--- config.mk ---
export PLATFORM = sky130hd
export DESIGN_NAME = reorder_buffer
export DESIGN_NICKNAME = d
export VERILOG_FILES = /design/src/rtl/reorder_buffer.sv
export SDC_FILE = /design/constraint.sdc
export NUM_CORES = 1
export LEC_CHECK = 0
export CELL_PAD_IN_SITES_DETAIL_PLACEMENT = 0
export CELL_PAD_IN_SITES_GLOBAL_PLACEMENT = 1
export CORE_AREA = 2 2 185 187
export DETAILED_ROUTE_END_ITERATION = 10
export DIE_AREA = 0 0 187 189
export PLACE_DENSITY_LB_ADDON = 0.1
export SLEW_MARGIN = 20
export SYNTH_ARGS = -nofsm -noshare
export SYNTH_HDL_FRONTEND = slang
export SYNTH_SLANG_ARGS = --single-unit
--- constraint.sdc ---
create_clock -name clk -period 9.7 [get_ports clk]
set_clock_uncertainty 0.1 [all_clocks]
set_input_delay 0.97 -clock clk [delete_from_list [all_inputs] [get_ports clk]]
set_output_delay 0.97 -clock clk [all_outputs]
set_load 0.02 [all_outputs]
--- src/rtl/reorder_buffer.sv ---
`default_nettype none
// ============================================================================
// Module   : reorder_buffer
// Purpose  : In-order retirement buffer with writeback marking, branch flush
//            and free-list deallocation of the previous physical mapping.
// Revision : 1.0
// ============================================================================
module reorder_buffer #(
  parameter int ROB_DEPTH     = 16,
  parameter int TAG_BITS      = 4,
  parameter int PHYS_REG_BITS = 7
) (
  input  logic                     clk,
  input  logic                     rst,
  input  logic                     alloc_valid,
  input  logic                     alloc_has_dest,
  input  logic [4:0]               alloc_areg,
  input  logic [PHYS_REG_BITS-1:0] alloc_preg,
  input  logic [PHYS_REG_BITS-1:0] alloc_old_preg,
  output logic                     alloc_ready,
  output logic [TAG_BITS-1:0]      alloc_tag,
  input  logic                     wb_valid,
  input  logic [TAG_BITS-1:0]      wb_tag,
  output logic                     commit_valid,
  output logic [4:0]               commit_areg,
  output logic [PHYS_REG_BITS-1:0] commit_preg,
  output logic                     dealloc_en,
  output logic [PHYS_REG_BITS-1:0] dealloc_preg,
  input  logic                     flush_en,
  input  logic [TAG_BITS-1:0]      flush_tag,
  output logic                     empty,
  output logic                     full,
  output logic [TAG_BITS:0]        count
);

  localparam logic [TAG_BITS:0] c_PTR_ONE = 1;

  logic [TAG_BITS:0]          r_head;
  logic [TAG_BITS:0]          r_tail;
  logic [ROB_DEPTH-1:0]       r_valid;
  logic [ROB_DEPTH-1:0]       r_done;
  logic [ROB_DEPTH-1:0]       r_has_dest;
  logic [4:0]                 r_areg     [ROB_DEPTH];
  logic [PHYS_REG_BITS-1:0]   r_preg     [ROB_DEPTH];
  logic [PHYS_REG_BITS-1:0]   r_old_preg [ROB_DEPTH];

  logic [TAG_BITS-1:0]        w_head_idx;
  logic [TAG_BITS-1:0]        w_tail_idx;
  logic [TAG_BITS-1:0]        w_flush_off;
  logic [TAG_BITS-1:0]        w_wb_off;
  logic                       w_commit;
  logic                       w_flush;
  logic                       w_wb_ok;
  logic                       w_alloc;
  logic [ROB_DEPTH-1:0]       w_squash;

  assign w_head_idx = r_head[TAG_BITS-1:0];
  assign w_tail_idx = r_tail[TAG_BITS-1:0];

  assign empty       = (r_head == r_tail);
  assign full        = (w_head_idx == w_tail_idx) && (r_head[TAG_BITS] != r_tail[TAG_BITS]);
  assign count       = r_tail - r_head;
  assign alloc_ready = !full;
  assign alloc_tag   = w_tail_idx;

  assign w_commit = r_valid[w_head_idx] && r_done[w_head_idx] && !empty;

  assign commit_valid = w_commit;
  assign commit_areg  = w_commit ? r_areg[w_head_idx] : 5'd0;
  assign commit_preg  = w_commit ? r_preg[w_head_idx] : '0;
  assign dealloc_en   = w_commit && r_has_dest[w_head_idx];
  assign dealloc_preg = w_commit ? r_old_preg[w_head_idx] : '0;

  // Age is measured as distance from head, so comparisons survive wraparound.
  assign w_flush     = flush_en && r_valid[flush_tag];
  assign w_flush_off = flush_tag - w_head_idx;
  assign w_wb_off    = wb_tag - w_head_idx;
  assign w_wb_ok     = wb_valid && r_valid[wb_tag] && (!w_flush || (w_wb_off <= w_flush_off));
  assign w_alloc     = alloc_valid && !full && !flush_en;

  generate
    for (genvar gi = 0; gi < ROB_DEPTH; gi++) begin : g_squash
      logic [TAG_BITS-1:0] w_entry_off;
      assign w_entry_off  = TAG_BITS'(gi) - w_head_idx;
      assign w_squash[gi] = w_flush && (w_entry_off > w_flush_off);
    end
  endgenerate

  always_ff @(posedge clk) begin
    if (rst) begin
      r_head  <= '0;
      r_tail  <= '0;
      r_valid <= '0;
      r_done  <= '0;
    end else begin
      r_valid <= r_valid & ~w_squash;
      if (w_commit) begin
        r_valid[w_head_idx] <= 1'b0;
        r_head              <= r_head + c_PTR_ONE;
      end
      if (w_wb_ok) begin
        r_done[wb_tag] <= 1'b1;
      end
      if (w_alloc) begin
        r_valid[w_tail_idx] <= 1'b1;
        r_done[w_tail_idx]  <= 1'b0;
      end
      // New tail sits just past the kept branch; wrap bit follows from head.
      if (w_flush) begin
        r_tail <= r_head + {1'b0, w_flush_off} + c_PTR_ONE;
      end else if (w_alloc) begin
        r_tail <= r_tail + c_PTR_ONE;
      end
    end
  end

  // Payload fields are only meaningful while valid, so they carry no reset.
  always_ff @(posedge clk) begin
    if (w_alloc && !rst) begin
      r_has_dest[w_tail_idx] <= alloc_has_dest;
      r_areg[w_tail_idx]     <= alloc_areg;
      r_preg[w_tail_idx]     <= alloc_preg;
      r_old_preg[w_tail_idx] <= alloc_old_preg;
    end
  end

endmodule
`default_nettype wire

==> impl_results.rst <==
.. list-table::
   :header-rows: 1

   * - Metric
     - Value
   * - Total core area
     - approximately 33000 um^2
   * - Commonest cells post-synth
     - edfxtp_1, mux4_2, inv_1, nor2_1, ha_1
   * - Commonest register cell after synthesis
     - edfxtp_1
   * - Largest cells by area after synthesis
     - edfxtp_1, mux4_2, dfxtp_1, ha_1, inv_1
   * - Area growth, synth to finish
     - 14.6%
   * - Wire length of the first global-routing pass
     - 60.5 mm
   * - Worst-case vdd ir drop
     - 0.124 mV
   * - Number of setup buffers added after CTS
     - 0
   * - Delay of the slowest cell on the worst path
     - 1.05 ns
   * - Site row count
     - 67
   * - Critical path class
     - flop to primary output
   * - Worst hold endpoint
     - r_done[13]$_SDFF_PP0_
   * - Via count
     - 9349
   * - Library cells used by synthesis
     - 71
   * - Clock tree from TritonCTS
     - built
   * - Register area share after synthesis
     - 63.7%
   * - Startpoint of the most critical setup path
     - r_head[3]$_SDFFE_PP0P_
   * - 1st-pass router iterations
     - 5
   * - Startpoint of the most critical register-to-register path
     - r_head[3]$_SDFFE_PP0P_
   * - Top-Level Pins
     - 66
   * - Die extent in y
     - 189 um
   * - Beginning of the worst hold path
     - r_done[13]$_SDFF_PP0_
   * - Number of violations reported at the end of detailed-routing iteration 0
     - just under 800
   * - Final min period
     - 5.99 ns
   * - R2R depth
     - 10
   * - Max-cap violations
     - 0
   * - Area share of the largest cell type after synthesis
     - 58.1%
   * - M1 WL
     - 17.6 mm
   * - Count of nets left with antenna violations after detail routing
     - 0
   * - Pin count of the biggest net entering global routing
     - 63
   * - Setup slack of the most critical reg-to-reg path
     - 5.55 ns
   * - Critical Path RT
     - 8.63 ns
   * - Initial core utilization
     - just under 50%
   * - Number of failing hold endpoints at the final stage
     - 0
   * - DRC violation count after routing
     - 0
   * - Count of buffers inserted at the top-level ports
     - 65
   * - CTS Root Buffer Type
     - clkbuf_16
   * - Maximum level of the CTS H-tree
     - 2
   * - CTS clk-pin slew, worst paths
     - 0.06 ns
   * - Global placer's final weighted congestion
     - 0.866
   * - Final Max Tran Viols
     - 0
   * - Crit end category
     - primary output
   * - Initial antenna violation count
     - 0
   * - Via count of the first global-routing pass
     - 9335
   * - Hold_ws
     - 0.363 ns
   * - Max-slew headroom at the worst pin
     - a little over a quarter
   * - Fraction of layout cells with a size suffix above 1
     - 18.0%
   * - CTS sink count
     - 366
   * - Number of instances on the worst hold path
     - 2
   * - Net count after synthesis
     - 1106
   * - Setup repair after global routing missed its margin
     - false
   * - Count leader, synth
     - edfxtp_1
   * - Area of the mapped netlist
     - roughly 17000 um^2
   * - Clock latency at the later pin of the worst-skew pair
     - 0.51 ns
   * - Via-per-instance ratio
     - 5.98
   * - Critical path's slowest cell
     - inv_1
   * - Worst-margin pin slew
     - 1.11 ns
   * - Total Die Area
     - 35300 um^2
   * - Post-route clock period utilization
     - approximately three fifths
   * - Total met3 wirelength after detailed routing
     - slightly below 2 mm
   * - Arrival time of the worst setup path
     - roughly 5 ns
   * - Final setup viols
     - 0
   * - Yosys synthesis warning count
     - 0
   * - Highest metal layer with signal wires
     - met4
   * - Cells along the critical path
     - buf_4 -> inv_2 -> ha_1 -> and4_1 -> and2_4 -> a311oi_1 -> nand4_1 -> inv_1 -> and2_1 -> clkdlybuf4s50_1
   * - Sort of element at the start of the critical path
     - flop
   * - Count of antenna diodes in the layout
     - 0
   * - # hold bufs at CTS
     - 0
   * - Clock buffer depth
     - 3
   * - Synthesized instance count
     - 1020
   * - GRT Total Usage
     - a little under a quarter
   * - Cell area after placement
     - 17700 um^2
   * - Synthesized flop and latch total
     - 366
   * - Die Span X
     - 187 um
   * - Net count reported at finish
     - ~1.2k
   * - Summed area of non-filler cells in the final layout
     - 19000 um^2
   * - Run status
     - complete, no violations
   * - Accumulated negative setup slack
     - 0 ns
   * - Leakage dissipation
     - 6.06 nW
   * - Synthesized area divided by synthesized cell count
     - 16.2 um^2
   * - Count of instances resized after the clock tree is built
     - 0
   * - Post-synth EDFFs
     - between 300 and 400
   * - Average detailed-routed wire length per instance
     - 26.1 um
   * - Max Freq
     - 167 MHz
   * - Async S/R FF share, synth
     - 0%
   * - Sum of routed wire length over all layers
     - around 41 mm
   * - Number of CTS-inserted buffers
     - 38
   * - Met2 routed WL
     - 20.3 mm
   * - Library cell occupying the most area in the post-synthesis netlist
     - edfxtp_1
   * - Critical-path maximum fanout
     - 27
   * - Detailed Place HPWL
     - roughly 25 mm
   * - Worst hold path class
     - flop to flop
   * - Areal power density over the cells
     - 178 nW/um^2
   * - Overflow left after global routing
     - 0
## sequential cells by signal, indices dropped and copies added, names as in the netlist, named ones only
name        cells
r_head          5
r_done         16
r_old_preg    112
r_areg         80
r_has_dest     16
r_preg        112
r_tail          5
r_valid        16
## where the power goes
part           leakage (nW)  internal, mW  switching [mW]
sequential             3.25          1.72         0.00736
clock                 0.610         0.893           0.575
combinational          2.20        0.0643           0.107
total                  6.06          2.68           0.689
## worst max-delay path, delay by kind of cell, from the launching register on
kind | cells | cell delay, ns
AOI/OAI and AO/OA | 1 | 0.24
adders and majority gates | 1 | 0.36
buffers and inverters | 4 | 2.17
DFF | 1 | 0.32
and+or+nand+nor | 4 | 1.31
## worst max-delay path by stage
stage,to,depth (start not counted)
floorplan,r_areg[14][0]$_DFFE_PP_,9
global placement,commit_preg[3],10
detailed placement,dealloc_preg[6],10
CTS,dealloc_preg[6],10
global route,dealloc_preg[6],10
finish,dealloc_preg[6],10
## layout by cell type (no fill, tap or decap), types with 10 or more instances in the layout
| cell type | n |
|---|---|
| buf_4 | 17 |
| ha_1 | 49 |
| a211oi_1 | 13 |
| clkdlybuf4s50_1 | 65 |
| o21ai_0 | 24 |
| clkinv_1 | 10 |
| nand2_1 | 33 |
| xnor2_1 | 18 |
| mux2i_1 | 12 |
| nand3_1 | 14 |
| dfxtp_1 | 43 |
| nor2_1 | 41 |
| nor2b_1 | 12 |
| mux4_2 | 104 |
| and2_1 | 22 |
| nor3_1 | 14 |
| nand2b_1 | 10 |
| edfxtp_1 | 320 |
| clkbuf_16 | 39 |
| a21oi_1 | 33 |
| inv_1 | 53 |
## stage by stage
step | total power, mW | instances | setup WS (ns) | util, %
detailed placement | 1.93 | 1496 | 4.21 | 53.2
global route | 3.47 | 1563 | 3.34 | 57.0
finish | 3.37 | 1563 | 3.71 | 57.0
floorplan | 1.85 | 1020 | 5.46 | -
CTS | 3.39 | 1563 | 3.63 | 56.9
global placement | 1.93 | 1496 | 4.39 | 53.2
## cell type report
type,instances,area (um^2)
inverters,55,206
fillers,2621,14300
clock inverters,21,246
well taps,448,561
repair buffers,82,778
clock buffers,46,1000
flip-flops and latches,366,10500
multi-input cells,545,5630
## routing by layer
| metal | global-route usage [%] | up-vias |
|---|---|---|
| met5 | 0 | - |
| met4 | 5.68 | 0 |
| met3 | 3.15 | 66 |
| met2 | 39.8 | 273 |
| met1 | 32.0 | 4842 |
| li1 | - | 4168 |
## cell families after synthesis
group | after synthesis | share of synthesized area [%]
DFF | 366 | 63.7
xor gates and xnor gates | 26 | 1.42
AOI/OAI and AO/OA | 141 | 6.03
and+or+nand+nor | 203 | 6.49
buffers and inverters | 109 | 2.97
muxes | 116 | 14.9
adders and majority gates | 59 | 4.55
No activity file was read; power rests on OpenSTA's default activity.
